## src/rtl/layer4_node_sequencer.sv

```systemverilog
// Sequencer around one combinational layer-4 neuron node: deserialises activations into a
// parallel bank, waits a fixed settle time, then offers the ReLU-guarded result downstream.
module layer4_node_sequencer #(
  parameter int N_IN          = 15,
  parameter int DATA_W        = 32,
  parameter int SETTLE_CYCLES = 4
) (
  input  logic                     clk,
  input  logic                     rst_n,
  input  logic                     in_valid,
  output logic                     in_ready,
  input  logic [DATA_W-1:0]        in_data,
  input  logic                     in_last,
  output logic [N_IN*DATA_W-1:0]   act_bus,
  input  logic [DATA_W-1:0]        node_result,
  output logic                     out_valid,
  input  logic                     out_ready,
  output logic [DATA_W-1:0]        out_data,
  output logic                     frame_err
);

  localparam int CW = (N_IN > 1) ? $clog2(N_IN) : 1;
  localparam logic [CW-1:0] LAST_SLOT   = CW'(N_IN - 1);
  localparam logic [3:0]    SETTLE_LAST = 4'(SETTLE_CYCLES - 1);

  typedef enum logic [1:0] {FILL, SETTLE, HOLD} state_t;

  state_t          state, state_next;
  logic [CW-1:0]   count;
  logic [3:0]      settle_cnt;
  logic            last_slot;
  logic            accept;
  logic            capture;

  assign last_slot = (count == LAST_SLOT);
  assign accept    = in_valid && in_ready;
  assign capture   = (state == SETTLE) && (settle_cnt == SETTLE_LAST);

  // While a result is unaccepted the final word may only enter alongside the handshake,
  // so a completed vector can never overwrite a result still waiting downstream.
  always_comb begin
    in_ready = 1'b0;
    case (state)
      FILL:    in_ready = 1'b1;
      HOLD:    in_ready = !last_slot || out_ready;
      default: in_ready = 1'b0;
    endcase
  end

  always_comb begin
    state_next = state;
    case (state)
      FILL: begin
        if (accept && last_slot)
          state_next = SETTLE;
      end
      SETTLE: begin
        if (settle_cnt == SETTLE_LAST)
          state_next = HOLD;
      end
      HOLD: begin
        if (out_ready)
          state_next = (accept && last_slot) ? SETTLE : FILL;
      end
      default: state_next = FILL;
    endcase
  end

  always_ff @(posedge clk or negedge rst_n) begin
    if (!rst_n) begin
      state      <= FILL;
      count      <= '0;
      settle_cnt <= '0;
      act_bus    <= '0;
      out_data   <= '0;
      out_valid  <= 1'b0;
      frame_err  <= 1'b0;
    end else begin
      state      <= state_next;
      settle_cnt <= (state == SETTLE) ? settle_cnt + 4'd1 : 4'd0;

      if (accept) begin
        act_bus[count*DATA_W +: DATA_W] <= in_data;
        count <= last_slot ? '0 : count + CW'(1);
        // in_last is advisory only; disagreement with the count is flagged, never acted on
        if (in_last != last_slot)
          frame_err <= 1'b1;
      end

      if (capture) begin
        out_data  <= node_result[DATA_W-1] ? '0 : node_result;
        out_valid <= 1'b1;
      end else if (out_valid && out_ready) begin
        out_valid <= 1'b0;
      end
    end
  end

endmodule

```

## config.mk

```make
export PLATFORM = sky130hd
export DESIGN_NAME = layer4_node_sequencer
export DESIGN_NICKNAME = d
export VERILOG_FILES = /design/src/rtl/layer4_node_sequencer.sv
export SDC_FILE = /design/constraint.sdc
export NUM_CORES = 1
export LEC_CHECK = 0
export CAP_MARGIN = 20
export CORE_AREA = 2 2 226 228
export DETAILED_ROUTE_END_ITERATION = 6
export DIE_AREA = 0 0 228 230
export PLACE_DENSITY = 0.73
export SLEW_MARGIN = 10
export SYNTH_ARGS = -nofsm -noshare
export SYNTH_HDL_FRONTEND = slang
export SYNTH_SLANG_ARGS = --single-unit
```

## constraint.sdc

```tcl
create_clock -name clk -period 3.7 [get_ports clk]
set_input_delay 0.74 -clock clk [delete_from_list [all_inputs] [get_ports clk]]
set_output_delay 0.74 -clock clk [all_outputs]
set_load 0.1 [all_outputs]
```

==> impl_results.md <==
- Maxcap violations: 0
- Die X: 228 um
- Per-cell routed wire length: approximately 25 um
- Status: complete, no violations
- DR DRC count: 0
- RSZ-0062 raised after global routing: false
- Post-CTS Setup Repair Bufs: 0
- Post-CTS sizing: 0
- Area leader, netlist: dfrtp_1
- Final Net Count: roughly 2700
- Worst Setup SP: count[1]
- Fraction of layout cells with a size suffix above 1: roughly 14%
- Synth top area share: between 50% and 60%
- Number of global-route vias before repair: 18900
- Hold_ws: approximately 170 ps
- Final Hold Fails: 0
- Setup crit start kind: flop
- Worst skew pair latency: 620 ps
- Initial Util: around 46%
- Crit end category: flop
- Die Area: ~52000 um2
- Fillers: 3988
- RD Place Congestion: 0.8577
- Clock-pin slew on the worst setup and hold paths: ~60 ps
- # clock sinks: about 520
- Largest net degree at the start of global routing: 104
- Port Buffers: 582
- Critical Path RT: ~4200 ps
- Synth unique cells: 50
- WL final: around 80 mm
- Post-route clock period utilization: between 80% and 90%
- Largest family of logic cells by synthesized area: multiplexers
- Via count: 18400
- Worst Path Max Fanout: 22
- Clock buffer depth: 3
- Mean Syn Cell Area: around 11 um2
- Initial antenna violation count: 4
- DR pass1 iterations: 5
- Top achievable clock speed: ~320 MHz
- Drt via density: roughly 5.5
- Post-route ant nets: 0
- FF/Latch Area: about 13000 um2
- FFs w/ async S/R, synth: 100.0%
- Syn Nets: approximately 2200
- Synth warn: 0
- Seq/Total Area, Yosys: between 50 and 60%
- Worst clock skew: about 24 ps
- CTS tree: built
- Crit path kind: flop to flop
- Total Routing Usage GR: a little under a third
- Die Y: between 200 and 250 um
- Rows: just over 80
- Slowest-stage cell, CP: ha_1
- Crit path largest cell delay: approximately 700 ps
- I/O Pins: 584
- Post-synthesis compound-gate area fraction: 6.389%
- Critical Path AT: about 3700 ps
- Setup Viol. Count Final: 0
- Post-Syn Area: about 23000 um2
- FF+latch count, synth: 523
- Post-synth EDFFs: 0
- Clk root buf: clkbuf_16
- CTS Buf Count: 54
- Multi-input logic area: approximately 8000 um2
- CTS Hold Bufs: 0
- Syn Inst Count: about 2100
- GRT overflow: 0
- Core Region: around 50000 um2
- Period minus WS final: roughly 3100 ps
- DR iter-0 viols: roughly 1700
- Layout area overhead: 37.35%
- Worst-path cell chain: inv_1 -> ha_1 -> nand2b_1 -> nor4_4 -> buf_4 -> mux2i_1
- Main area contributors after synthesis: dfrtp_1 (57%), mux2_2 (5.7%), nand4_1 (4.4%)
- DPL Wire Length: about 54 mm
- Adder-Cell Fraction of Synth Area: less than 1%
- H-tree depth: 2
- Top delay family on crit path: simple AND/OR/NAND/NOR gates
- Worst Tran Pin Value: between 1000 and 1500 ps
- Hold Crit Class: primary input to async pin
- CP Buf/Inv Count: 2
- Ys flop type: dfrtp_1
- Simple-Gate Fraction of Synth Area: 13.33%
- RR Startpoint: count[1]
- First-pass GRT wire length: about 120 mm
- Slew Limit Fails: 0
- Rel. slew slack: between 20% and 30%
- Setup TNS: 0 ps
- Mux share of post-synthesis cell area: 14.17%
- Post-Synth XOR/XNOR Area: less than 1%
==> kinds of logic after synthesis <==
logic type	count (synthesis)
and+or+nand+nor	536
DFF	523
buffers and inverters	458
muxes	288
AOI/OAI and AO/OA	269
adders and majority gates	5
xor gates and xnor gates	5
other	1
==> metal layers <==
layer  wire length (um)  part of all wire, %  global-route usage (%)
met4               4314                  5.3                   16.14
met3               6781                  8.3                   7.626
met1              31710                   39                   39.02
met2              39300                   48                   49.64
met5                  0                    0                       0
==> path summary, 6_finish.rpt <==
| kind | cells past startpoint | endpoint | slack [ps] |
|---|---|---|---|
| max | 6 | act_bus[209] | 560 |
| min | 1 | act_bus[362] | 170 |
| max reg2reg | 6 | act_bus[209] | 560 |
| min reg2reg | 1 | settle_cnt[0] | 470 |
| max in group asynchronous | 2 | act_bus[273] | 2450 |
| min in group clk | 1 | settle_cnt[0] | 470 |
==> flip-flops by register name, summed over array words and instances, names as in the netlist <==
register,count
frame_err,1
out_valid,1
count,4
act_bus,480
out_data,31
settle_cnt,4
state,2
==> cells in the final DEF (no fill, tap or decap), types with 3 or more instances in the layout <==
| cell | count |
|---|---|
| and3_1 | 122 |
| buf_12 | 14 |
| buf_4 | 88 |
| bufinv_16 | 6 |
| clkbuf_1 | 6 |
| clkbuf_16 | 55 |
| clkbuf_8 | 13 |
| clkdlybuf4s50_1 | 558 |
| clkinv_2 | 14 |
| dfrtp_1 | 523 |
| ha_1 | 5 |
| inv_1 | 262 |
| mux2_1 | 47 |
| mux2_2 | 115 |
| mux2_4 | 30 |
| mux2i_1 | 96 |
| nand2_1 | 167 |
| nand2b_1 | 37 |
| nand3_1 | 4 |
| nand3_2 | 3 |
| nand4_1 | 161 |
| nor2_1 | 11 |
| nor3_2 | 4 |
| nor4_4 | 9 |
| o21ai_0 | 138 |
| o21ai_1 | 90 |
| o31ai_1 | 32 |
==> synthesized netlist by cell type (all sizes together) (7+ instances only) <==
master / instances
and3: 122
buf: 69
clkbuf: 126
dfrtp: 523
inv: 263
mux2: 192
mux2i: 96
nand2: 167
nand2b: 38
nand3: 7
nand4: 161
nor2: 13
nor4: 9
o21ai: 231
o31ai: 32
==> stage by stage <==
| stage | std cells | setup WS [ps] | instance area [um2] | util (%) |
|---|---|---|---|---|
| 2_1_floorplan | 2085 | 697.0 | 22840 | - |
| 3_3_place_gp | 3222 | 524.0 | 29460 | 59.08 |
| 3_5_place_dp | 3222 | 435.1 | 29460 | 59.08 |
| 4_1_cts | 3321 | 545.7 | 31340 | 62.85 |
| 5_1_grt | 3323 | 326.9 | 31360 | 62.90 |
| 6_report | 3324 | 561.7 | 31370 | 62.90 |
==> worst register-to-register path, cell delays in order, from the launching register on <==
cell      delay [ps]
dfrtp_1          520
inv_1             90
ha_1             700
nand2b_1         530
nor4_4           500
buf_4            460
mux2i_1          270
==> area by class of cell <==
type	instances	area share (%)
flip-flops and latches	523	41.73
repair buffers	661	20.86
diodes	2	0.01596
well taps	672	2.681
inverters	263	3.147
clock inverters	25	0.9694
multi-input cells	1104	25.57
clock buffers	74	5.030
Power is not shown: default switching activity piles up to over one toggle a cycle in this logic, so the estimate is an artifact.
